$ cat src/rtl/siso_rowunit_sched_if.sv
// Handshake/strobe bundle between the SISO row-unit scheduler and its controller.
// The scheduler uses the slave modport. The controller or testbench uses the master modport.
interface siso_rowunit_sched_if #(
  parameter int LBITS     = 1,
  parameter int ADDRWIDTH = 5,
  parameter int ITBITS    = 4
);
  logic                       start;
  logic                       early_stop;
  logic                       rd_en;
  logic [LBITS-1:0]           rd_layer;
  logic [ADDRWIDTH-1:0]       rd_addr;
  logic                       e_wr_en;
  logic [LBITS+ADDRWIDTH-1:0] e_wr_la;
  logic                       d_rd_en;
  logic [LBITS+ADDRWIDTH-1:0] d_rd_la;
  logic                       llr_wr_en;
  logic [ADDRWIDTH-1:0]       llr_wr_addr;
  logic                       busy;
  logic                       done;
  logic [ITBITS-1:0]          iter_cnt;
  logic [15:0]                stall_cnt;

  modport master (
    output start, early_stop,
    input  rd_en, rd_layer, rd_addr, e_wr_en, e_wr_la, d_rd_en, d_rd_la,
           llr_wr_en, llr_wr_addr, busy, done, iter_cnt, stall_cnt
  );

  modport slave (
    input  start, early_stop,
    output rd_en, rd_layer, rd_addr, e_wr_en, e_wr_la, d_rd_en, d_rd_la,
           llr_wr_en, llr_wr_addr, busy, done, iter_cnt, stall_cnt
  );
endinterface

$ cat src/rtl/siso_rowunit_sched.sv
// Issue/writeback scheduler for the pipelined SISO row unit of the layered LDPC decoder.
// Issues LLR/E reads, tracks them down a fixed pipe, and stalls on LLR read-after-write hazards.
//
// state   | meaning
// S_IDLE  | waiting for start
// S_RUN   | issuing reads, bubbling on hazards
// S_DRAIN | no more issue, in-flight entries finish writeback
// S_DONE  | one-cycle done pulse
module siso_rowunit_sched #(
  parameter int LAYERS     = 2,
  parameter int LBITS      = 1,
  parameter int ADDRDEPTH  = 20,
  parameter int ADDRWIDTH  = 5,
  parameter int PIPESTAGES = 13,
  parameter int ETAP       = 9,
  parameter int DTAP       = 9,
  parameter int WBTAP      = 12,
  parameter int MAXITER    = 10,
  parameter int ITBITS     = 4
) (
  input  logic                 clk,
  input  logic                 rst,
  siso_rowunit_sched_if.slave  bus
);

  typedef enum logic [1:0] {S_IDLE, S_RUN, S_DRAIN, S_DONE} state_t;

  state_t               state_q, state_d;
  logic [LBITS-1:0]     cand_layer_q, cand_layer_d;
  logic [ADDRWIDTH-1:0] cand_addr_q, cand_addr_d;
  logic [ITBITS-1:0]    iter_q, iter_d;
  logic [15:0]          stall_q, stall_d;
  logic                 rd_en_q, rd_en_d;
  logic [LBITS-1:0]     rd_layer_q, rd_layer_d;
  logic [ADDRWIDTH-1:0] rd_addr_q, rd_addr_d;
  logic [PIPESTAGES-1:0] pv_q, pv_d;
  logic [LBITS-1:0]     pl_q [PIPESTAGES];
  logic [LBITS-1:0]     pl_d [PIPESTAGES];
  logic [ADDRWIDTH-1:0] pa_q [PIPESTAGES];
  logic [ADDRWIDTH-1:0] pa_d [PIPESTAGES];
  logic                 hazard;
  logic                 pipe_empty;
  logic                 last_issue;

  // The WBTAP stage counts as in flight: LLR memory is read-first on a same-address collision.
  always_comb begin
    hazard = rd_en_q && (rd_addr_q == cand_addr_q);
    for (int k = 0; k <= WBTAP; k++) begin
      if (pv_q[k] && (pa_q[k] == cand_addr_q)) hazard = 1'b1;
    end
  end

  assign pipe_empty = !rd_en_q && (pv_q == '0);
  assign last_issue = (cand_layer_q == LBITS'(LAYERS - 1)) &&
                      (cand_addr_q == ADDRWIDTH'(ADDRDEPTH - 1)) &&
                      (iter_q == ITBITS'(MAXITER - 1));

  always_comb begin
    pv_d    = {pv_q[PIPESTAGES-2:0], rd_en_q};
    pl_d[0] = rd_layer_q;
    pa_d[0] = rd_addr_q;
    for (int k = 1; k < PIPESTAGES; k++) begin
      pl_d[k] = pl_q[k-1];
      pa_d[k] = pa_q[k-1];
    end
  end

  always_comb begin
    state_d      = state_q;
    cand_layer_d = cand_layer_q;
    cand_addr_d  = cand_addr_q;
    iter_d       = iter_q;
    stall_d      = stall_q;
    rd_en_d      = 1'b0;
    rd_layer_d   = rd_layer_q;
    rd_addr_d    = rd_addr_q;
    case (state_q)
      S_IDLE: begin
        if (bus.start) begin
          state_d      = S_RUN;
          cand_layer_d = '0;
          cand_addr_d  = '0;
          iter_d       = '0;
          stall_d      = '0;
        end
      end
      S_RUN: begin
        if (bus.early_stop) begin
          state_d = S_DRAIN;
        end else if (hazard) begin
          if (stall_q != 16'hFFFF) stall_d = stall_q + 16'd1;
        end else begin
          rd_en_d    = 1'b1;
          rd_layer_d = cand_layer_q;
          rd_addr_d  = cand_addr_q;
          if (cand_addr_q == ADDRWIDTH'(ADDRDEPTH - 1)) begin
            cand_addr_d = '0;
            if (cand_layer_q == LBITS'(LAYERS - 1)) begin
              cand_layer_d = '0;
              iter_d       = iter_q + 1'b1;
            end else begin
              cand_layer_d = cand_layer_q + 1'b1;
            end
          end else begin
            cand_addr_d = cand_addr_q + 1'b1;
          end
          if (last_issue) state_d = S_DRAIN;
        end
      end
      S_DRAIN: if (pipe_empty) state_d = S_DONE;
      S_DONE:  state_d = S_IDLE;
      default: state_d = S_IDLE;
    endcase
  end

  always_ff @(posedge clk) begin
    if (!rst) begin
      state_q      <= S_IDLE;
      cand_layer_q <= '0;
      cand_addr_q  <= '0;
      iter_q       <= '0;
      stall_q      <= '0;
      rd_en_q      <= 1'b0;
      rd_layer_q   <= '0;
      rd_addr_q    <= '0;
      pv_q         <= '0;
      for (int k = 0; k < PIPESTAGES; k++) begin
        pl_q[k] <= '0;
        pa_q[k] <= '0;
      end
    end else begin
      state_q      <= state_d;
      cand_layer_q <= cand_layer_d;
      cand_addr_q  <= cand_addr_d;
      iter_q       <= iter_d;
      stall_q      <= stall_d;
      rd_en_q      <= rd_en_d;
      rd_layer_q   <= rd_layer_d;
      rd_addr_q    <= rd_addr_d;
      pv_q         <= pv_d;
      for (int k = 0; k < PIPESTAGES; k++) begin
        pl_q[k] <= pl_d[k];
        pa_q[k] <= pa_d[k];
      end
    end
  end

  assign bus.rd_en       = rd_en_q;
  assign bus.rd_layer    = rd_layer_q;
  assign bus.rd_addr     = rd_addr_q;
  assign bus.e_wr_en     = pv_q[ETAP];
  assign bus.e_wr_la     = {pl_q[ETAP], pa_q[ETAP]};
  assign bus.d_rd_en     = pv_q[DTAP];
  assign bus.d_rd_la     = {pl_q[DTAP], pa_q[DTAP]};
  assign bus.llr_wr_en   = pv_q[WBTAP];
  assign bus.llr_wr_addr = pa_q[WBTAP];
  assign bus.busy        = (state_q == S_RUN) || (state_q == S_DRAIN);
  assign bus.done        = (state_q == S_DONE);
  assign bus.iter_cnt    = iter_q;
  assign bus.stall_cnt   = stall_q;

endmodule

$ cat src/flat_wrapper.sv
// flat-port wrapper written by rule: the top's interface ports become plain ports
module siso_rowunit_sched_flat 
#(
  parameter int LAYERS     = 2,
  parameter int LBITS      = 1,
  parameter int ADDRDEPTH  = 20,
  parameter int ADDRWIDTH  = 5,
  parameter int PIPESTAGES = 13,
  parameter int ETAP       = 9,
  parameter int DTAP       = 9,
  parameter int WBTAP      = 12,
  parameter int MAXITER    = 10,
  parameter int ITBITS     = 4
)
  (clk, rst, bus_start, bus_early_stop, bus_rd_en, bus_rd_layer, bus_rd_addr, bus_e_wr_en, bus_e_wr_la, bus_d_rd_en, bus_d_rd_la, bus_llr_wr_en, bus_llr_wr_addr, bus_busy, bus_done, bus_iter_cnt, bus_stall_cnt);
  siso_rowunit_sched_if #(.LBITS(LBITS), .ADDRWIDTH(ADDRWIDTH), .ITBITS(ITBITS)) bus_i ();
  input  logic clk;
  input  logic rst;
  input wire logic [$bits(bus_i.start)-1:0] bus_start;
  input wire logic [$bits(bus_i.early_stop)-1:0] bus_early_stop;
  output wire logic [$bits(bus_i.rd_en)-1:0] bus_rd_en;
  output wire logic [$bits(bus_i.rd_layer)-1:0] bus_rd_layer;
  output wire logic [$bits(bus_i.rd_addr)-1:0] bus_rd_addr;
  output wire logic [$bits(bus_i.e_wr_en)-1:0] bus_e_wr_en;
  output wire logic [$bits(bus_i.e_wr_la)-1:0] bus_e_wr_la;
  output wire logic [$bits(bus_i.d_rd_en)-1:0] bus_d_rd_en;
  output wire logic [$bits(bus_i.d_rd_la)-1:0] bus_d_rd_la;
  output wire logic [$bits(bus_i.llr_wr_en)-1:0] bus_llr_wr_en;
  output wire logic [$bits(bus_i.llr_wr_addr)-1:0] bus_llr_wr_addr;
  output wire logic [$bits(bus_i.busy)-1:0] bus_busy;
  output wire logic [$bits(bus_i.done)-1:0] bus_done;
  output wire logic [$bits(bus_i.iter_cnt)-1:0] bus_iter_cnt;
  output wire logic [$bits(bus_i.stall_cnt)-1:0] bus_stall_cnt;
  assign bus_i.start = bus_start;
  assign bus_i.early_stop = bus_early_stop;
  assign bus_rd_en = bus_i.rd_en;
  assign bus_rd_layer = bus_i.rd_layer;
  assign bus_rd_addr = bus_i.rd_addr;
  assign bus_e_wr_en = bus_i.e_wr_en;
  assign bus_e_wr_la = bus_i.e_wr_la;
  assign bus_d_rd_en = bus_i.d_rd_en;
  assign bus_d_rd_la = bus_i.d_rd_la;
  assign bus_llr_wr_en = bus_i.llr_wr_en;
  assign bus_llr_wr_addr = bus_i.llr_wr_addr;
  assign bus_busy = bus_i.busy;
  assign bus_done = bus_i.done;
  assign bus_iter_cnt = bus_i.iter_cnt;
  assign bus_stall_cnt = bus_i.stall_cnt;
  siso_rowunit_sched #(.LAYERS(LAYERS), .LBITS(LBITS), .ADDRDEPTH(ADDRDEPTH), .ADDRWIDTH(ADDRWIDTH), .PIPESTAGES(PIPESTAGES), .ETAP(ETAP), .DTAP(DTAP), .WBTAP(WBTAP), .MAXITER(MAXITER), .ITBITS(ITBITS)) u_core (.clk(clk), .rst(rst), .bus(bus_i));
endmodule
$ cat config.mk
export PLATFORM = sky130hd
export DESIGN_NAME = siso_rowunit_sched_flat
export DESIGN_NICKNAME = d
export VERILOG_FILES = /design/src/rtl/siso_rowunit_sched_if.sv /design/src/rtl/siso_rowunit_sched.sv /design/src/flat_wrapper.sv
export SDC_FILE = /design/constraint.sdc
export NUM_CORES = 1
export LEC_CHECK = 0
export BUFFER_PORTS_ARGS = -buffer_cell sky130_fd_sc_hd__buf_2
export CAP_MARGIN = 0
export CORE_MARGIN = 2
export CORE_UTILIZATION = 42
export CTS_CLUSTER_SIZE = 24
export DETAILED_ROUTE_END_ITERATION = 10
export HOLD_SLACK_MARGIN = 0.06
export SLEW_MARGIN = 20
export SYNTH_ARGS = -nofsm -noshare
export SYNTH_HDL_FRONTEND = slang
export SYNTH_SLANG_ARGS = --single-unit
$ cat constraint.sdc
create_clock -name clk -period 2.5 [get_ports clk]
set_clock_uncertainty 0.1 [all_clocks]
set_input_delay 0.25 -clock clk [delete_from_list [all_inputs] [get_ports clk]]
set_output_delay 0.25 -clock clk [all_outputs]
set_load 0.01 [all_outputs]
### Yosys cells after proc, flatten, opt, wreduce, memory -nomap -nowiden

Memory sizes are Yosys's and may differ from the RTL's.
Index checks and enable logic that the tools add are counted.

* output and inout port bits: 49
* input bits: 4
* logic and storage cells: 174
* memories kept: 2
* RAM bits: 78
* register bits after elaboration: 48

Memories
* u_core.pa_q: words 13, bits a word 5, read ports 13, clocked after memory_dff 0, wr ports 13, RTL line siso_rowunit_sched.sv:39 `logic [ADDRWIDTH-1:0] pa_q [PIPESTAGES];`
* u_core.pl_q: words 13, bits a word 1, read ports 12, clocked after memory_dff 0, wr ports 13, RTL line siso_rowunit_sched.sv:37 `logic [LBITS-1:0] pl_q [PIPESTAGES];`

* equality and inequality tests: 30
* reduce and logical (&&, ||, !) cells: 29
* $add $sub $neg: 4
* multiplexer cells: 70
* bitwise logic cells: 30

Operator list (number)
* two-way mux 5 bit: 17
* equality test 5 bit: 14
* two-way mux 16 bit: 4
* two-way mux 1 bit: 34
* case mux 16 bit (2 select lines): 1
* bitwise OR 1 bit: 26
* two-way mux 4 bit: 5
* logical AND 1 bit: 17
* adder 16 x 1 -> 16 bit, second input constant: 1
* inequality test 16 bit, second input constant: 1
* zero test 13 bit: 1
* two-way mux 2 bit: 5
* inequality test 2 x 1 -> 1 bit, second input constant: 5
* case mux 5 bit (2 select lines): 1
* AND reduction 5 bit: 2
* case mux 2 bit (4 select lines): 1
* case mux 4 bit (2 select lines): 1
* AND reduction 4 bit: 2
* inequality test 2 bit, second input constant: 3
* AND reduction 6 bit: 1
* adder 5 x 1 -> 5 bit, second input constant: 1
* equality test 5 bit, second input constant: 1
* adder 4 x 1 -> 4 bit, second input constant: 1
* equality test 2 bit, second input constant: 2
* 13 further kinds: 16

### Longest topological paths before layout

* word-level depth: 18
* gate-level depth with buffers: 12
* depth with buffers taken out: 9

### Worst setup path before layout

No wires, ideal clock.

* path type: register to register
* from: reg u_core.stall_q[0] (netlist: u_core.bus.stall_cnt[0])
* to: reg u_core.stall_q[11] (netlist: u_core.bus.stall_cnt[11])
* setup slack: 0.263 ns
* stages on the path, launching flop included: 12
* library setup time: 0.087 ns
* clock period less this slack: 2.237 ns
* buffers on the path: 2
* required time: 2.313 ns
* data arrival time: 2.050 ns
* cells stage by stage: dfxtp_1 > ha_1 > and3_1 > nand4_1 > nor2_1 > and3_1 > a31oi_1 > and2_1 > buf_4 > nand3_2 > buf_6 > o31ai_1

* word-level cells in the longest chain between the ends: 5

Ends and longest elaborated chain
* from (decl): RTL line siso_rowunit_sched.sv:32 `logic [15:0] stall_q, stall_d;`
* from (signal assigned): RTL line siso_rowunit_sched.sv:136 `stall_q <= stall_d;`
* adder 16 x 1 -> 16 bit: RTL line siso_rowunit_sched.sv:91 `if (stall_q != 16'hFFFF) stall_d = stall_q + 16'd1;`
* two-way mux 16 bit: RTL line siso_rowunit_sched.sv:91
* two-way mux 16 bit: RTL line siso_rowunit_sched.sv:90 `end else if (hazard) begin`
* two-way mux 16 bit: RTL line siso_rowunit_sched.sv:88 `if (bus.early_stop) begin`
* case mux 16 bit (2 select lines): RTL line siso_rowunit_sched.sv:77 `case (state_q)`

Several ways; a longest one is shown, not always the timed one. The select of a mux whose other input is x is not followed.
A chain may end at the register's enable or synchronous reset.

### Worst setup path after layout

* from: reg u_core.cand_addr_q[4]
* to: reg u_core.cand_addr_q[3]

* word-level cells in the longest chain between the ends: 17

Ends and longest elaborated chain
* from (decl): RTL line siso_rowunit_sched.sv:30 `logic [ADDRWIDTH-1:0] cand_addr_q, cand_addr_d;`
* from (signal assigned): RTL line siso_rowunit_sched.sv:134 `cand_addr_q <= cand_addr_d;`
* equality test 5 bit, on equally long branches: RTL line siso_rowunit_sched.sv:47, siso_rowunit_sched.sv:49
* logical AND 1 bit, on equally long branches: RTL line siso_rowunit_sched.sv:47, siso_rowunit_sched.sv:49
* two-way mux 1 bit (13 in series): RTL line siso_rowunit_sched.sv:49 `if (pv_q[k] && (pa_q[k] == cand_addr_q)) hazard = 1'b1;`
* inequality test 2 bit (no source line)
* AND reduction 4 bit (no source line)

Several ways; a longest one is shown, not always the timed one. The select of a mux whose other input is x is not followed.

==> out/qor.txt <==
CTS Buffer Depth: 2
wire per inst: 13.99 um
crit path cell chain: buf_12 > xor2_1 > nor4_1 > and3_4 > a31oi_4 > nand4_4 > buf_4 > or4_1 > a21oi_1
mapped cell area: 5245 um2
Area contributors post-synth: dfxtp_1, and2_1, xor2_1
syn_nets: 551
Final setup viols: 0
H-Tree Depth: 4
root buffer selected by CTS: clkbuf_16
hold buffer count at CTS: 0
GRT Overall Usage: 0.1729
Slew @ Worst Pin: 510.3 ps
min-delay src: rst
Synth top area share: 0.4695
core area: 12110 um2
EDFF count, synth: 0
Worst setup SP type: register
share of synthesized registers carrying an async set or reset: 0
Seq/Total Area, Yosys: 0.4695
synthesized netlist cell count: 538
GPL Wtd Cong: 0.8509
Worst path slowest cell: or4_1
run status: finished clean
die height: 115.8 um
endpoint type of the worst setup path: register
Antenna Cells: 0
GRT Residual Overflow: 0
Die ar.: 13400 um2
vias: 3782
Clock Latency Late Sink: 410 ps
Fin. Hold Viols: 0
DR pass1 iterations: 5
DP Area: 5640 um2
max incr delay on CP: 490 ps
largest net degree at the start of global routing: 63
final worst path period need: 2391 ps
Setup Crit Path Kind: reg2reg
Worst slew margin: 0.6578
Tcrit/Tclk final: 0.9562
initial core utilization: 0.4331
largest area contributor in the synthesized netlist: dfxtp_1
CTS Buf Count: 17
I/O Pins: 53
leakage: 2.997 nW
vias in the first global route: 3604
RSZ-0062 raised after global routing: yes
Max-Cap Viols: 0
drt total wl: 10870 um
Layout Cells excl Fill: 777
FF+latch count, synth: 123
FP Rows: 40
Area Overhead vs Synth: 21.18%
Placed Cells incl. Taps: 739
routed vias/inst: 4.867
Pwr per Cell Area: 829.3 nW/um2
DP HPWL: 7396 um
Worst-path clk slew: 50 ps
die width: 115.8 um
Max IR drop VDD: 0.4513 mV
Hold WC Path Type: in2reg
CP bufs+invs: 2
Clock Sinks: 123
Final ANT Viol Nets: 0
antenna violations before repair: 0
post-route DRC violation count: 0
CP delay by family, top: simple AND/OR/NAND/NOR gates
RR Startpoint: u_core.cand_addr_q[4]
Avg Inst Size Synth: 9.749 um2
layout cells sized above 1: 0.2266
CTS tree: yes
Iter 0 DRT Violations: 197
number of nets in the layout: 609
global-route wire length before repair: 17770 um
port bufs: 52
synth warn: 0
Finished Cell Area: 6356 um2
Unique masters post-synth: 52
CP arrival: 2620 ps
Max Slew Vio Count: 0
Primary FF master, synth: dfxtp_1
Critical Path RT: 2730 ps
Worst setup startpoint: u_core.cand_addr_q[4]
Max Freq: 418.3 MHz
crit path max fanout: 18
## Yosys cell counts (2+ instances only)
cell / number
a21oi_1: 7
a31oi_1: 5
and2_1: 86
and3_1: 6
and4_1: 3
buf_4: 20
buf_6: 9
clkbuf_1: 15
dfxtp_1: 123
ha_1: 9
inv_1: 13
mux2i_1: 4
nand2_1: 23
nand2b_1: 4
nand3_1: 25
nand4_1: 6
nand4b_1: 2
nor2_1: 18
nor2b_1: 4
nor3_1: 2
nor4_1: 17
o211ai_1: 3
o21ai_0: 20
o21ai_1: 7
o31ai_1: 8
o41ai_1: 2
or2_2: 2
or4_1: 3
xnor2_1: 14
xor2_1: 56
## report_power, final
| group | switching [W] | total, W | internal (W) |
|---|---|---|---|
| Sequential | 0.0000274 | 0.00202 | 0.00199 |
| Combinational | 0.000499 | 0.000837 | 0.000337 |
| Clock | 0.000855 | 0.00242 | 0.00156 |
## repair_timing
item	in CTS	in global routing
setup buffers	0	5
gates cloned	0	1
hold endpoints to repair	0	0
setup endpoints to repair	16	24
gates resized for setup	5	13
pin swaps	2	5
## path summary, 6_finish.rpt
kind	to	slack, ps	cells after the start
setup reg to reg	u_core.cand_addr_q[3]	110	9
hold reg to reg	u_core.pl_q[0][9]	330	1
hold / removal	u_core.bus.iter_cnt[2]	170	4
setup / recovery	u_core.cand_addr_q[3]	110	9
## cell usage in the layout, fill, tap and decap left out, types with 2 or more instances in the layout
master and n:
a21oi_1 7, a31oi_1 4, and2_1 85, and3_1 6, and4_4 3, buf_12 4, buf_2 52, buf_4 25
buf_6 3, bufinv_16 2, clkbuf_16 17, clkbuf_8 4, clkinv_2 4, clkinvlp_4 5, dfxtp_1 122, ha_1 9
inv_1 13, mux2i_1 4, nand2_1 23, nand2b_1 4, nand3_1 25, nand4_1 6, nand4b_1 2, nor2_1 17
nor2b_1 4, nor3_1 2, nor4_1 15, nor4_2 3, o211ai_1 3, o21ai_0 19, o21ai_1 8, o31ai_1 8
o41ai_1 2, or2_2 2, or4_1 3, xnor2_1 14, xor2_1 54, xor2_2 2
## per-layer routing
| layer | GRT usage | vias up | wire [um] |
|---|---|---|---|
| met1 | 0.2234 | 1779 | 5175 |
| li1 | - | 1910 | - |
| met2 | 0.2713 | 80 | 5046 |
| met5 | 0 | - | 0 |
| met4 | 0.06111 | 0 | 165 |
| met3 | 0.05805 | 13 | 485 |
## through the flow
| step | utilization | total power, W | setup TNS, ps | setup slack (ps) | hold WS, ps |
|---|---|---|---|---|---|
| after global routing | 0.5248 | 0.005508 | -53.64 | -15.26 | 174.6 |
| after floorplan | - | 0.002596 | 0 | 262.7 | 311.9 |
| final | 0.5248 | 0.005271 | 0 | 109.5 | 171.0 |
| after CTS | 0.5169 | 0.005276 | 0 | 10.46 | 156.9 |
| after global placement | 0.4657 | 0.002816 | -263.5 | -58.81 | 314.6 |
| after detailed placement | 0.4657 | 0.002820 | -877.7 | -85.96 | 321.0 |
## sequential cells by signal (all words and copies together), names as in the netlist
| name | flops |
|---|---|
| u_core.bus.stall_cnt | 16 |
| u_core.state_q | 2 |
| u_core.bus.iter_cnt | 4 |
| u_core.bus.rd_en | 1 |
| u_core.cand_layer_q | 1 |
| u_core.bus.rd_addr | 5 |
| u_core.bus.rd_layer | 1 |
| u_core.pa_q | 65 |
| u_core.pv_q | 13 |
| u_core.cand_addr_q | 5 |
| u_core.pl_q | 10 |
## layout make-up
cell class,count,area (um2)
well taps,168,210.2
flip-flops and latches,123,2464
clock buffers,21,480.5
fillers,1132,5756
repair buffers,84,561.8
inverters,14,52.55
multi-input cells,356,2470
clock inverters,11,117.6
## tightest hold or removal path, delay by kind of cell
family          cells  cell delay, ps
buf+inv             3             340
compound gates      1              50
## logic make-up after synthesis
group | count (synthesis) | share of synthesized area
compound gates | 63 | 0.07729
xor+xnor | 70 | 0.1169
fa+ha+maj | 9 | 0.02147
buf+inv | 60 | 0.07252
flops | 123 | 0.4695
mux | 4 | 0.007634
simple gates | 209 | 0.2347
No activity file was read; power rests on OpenSTA's default activity.
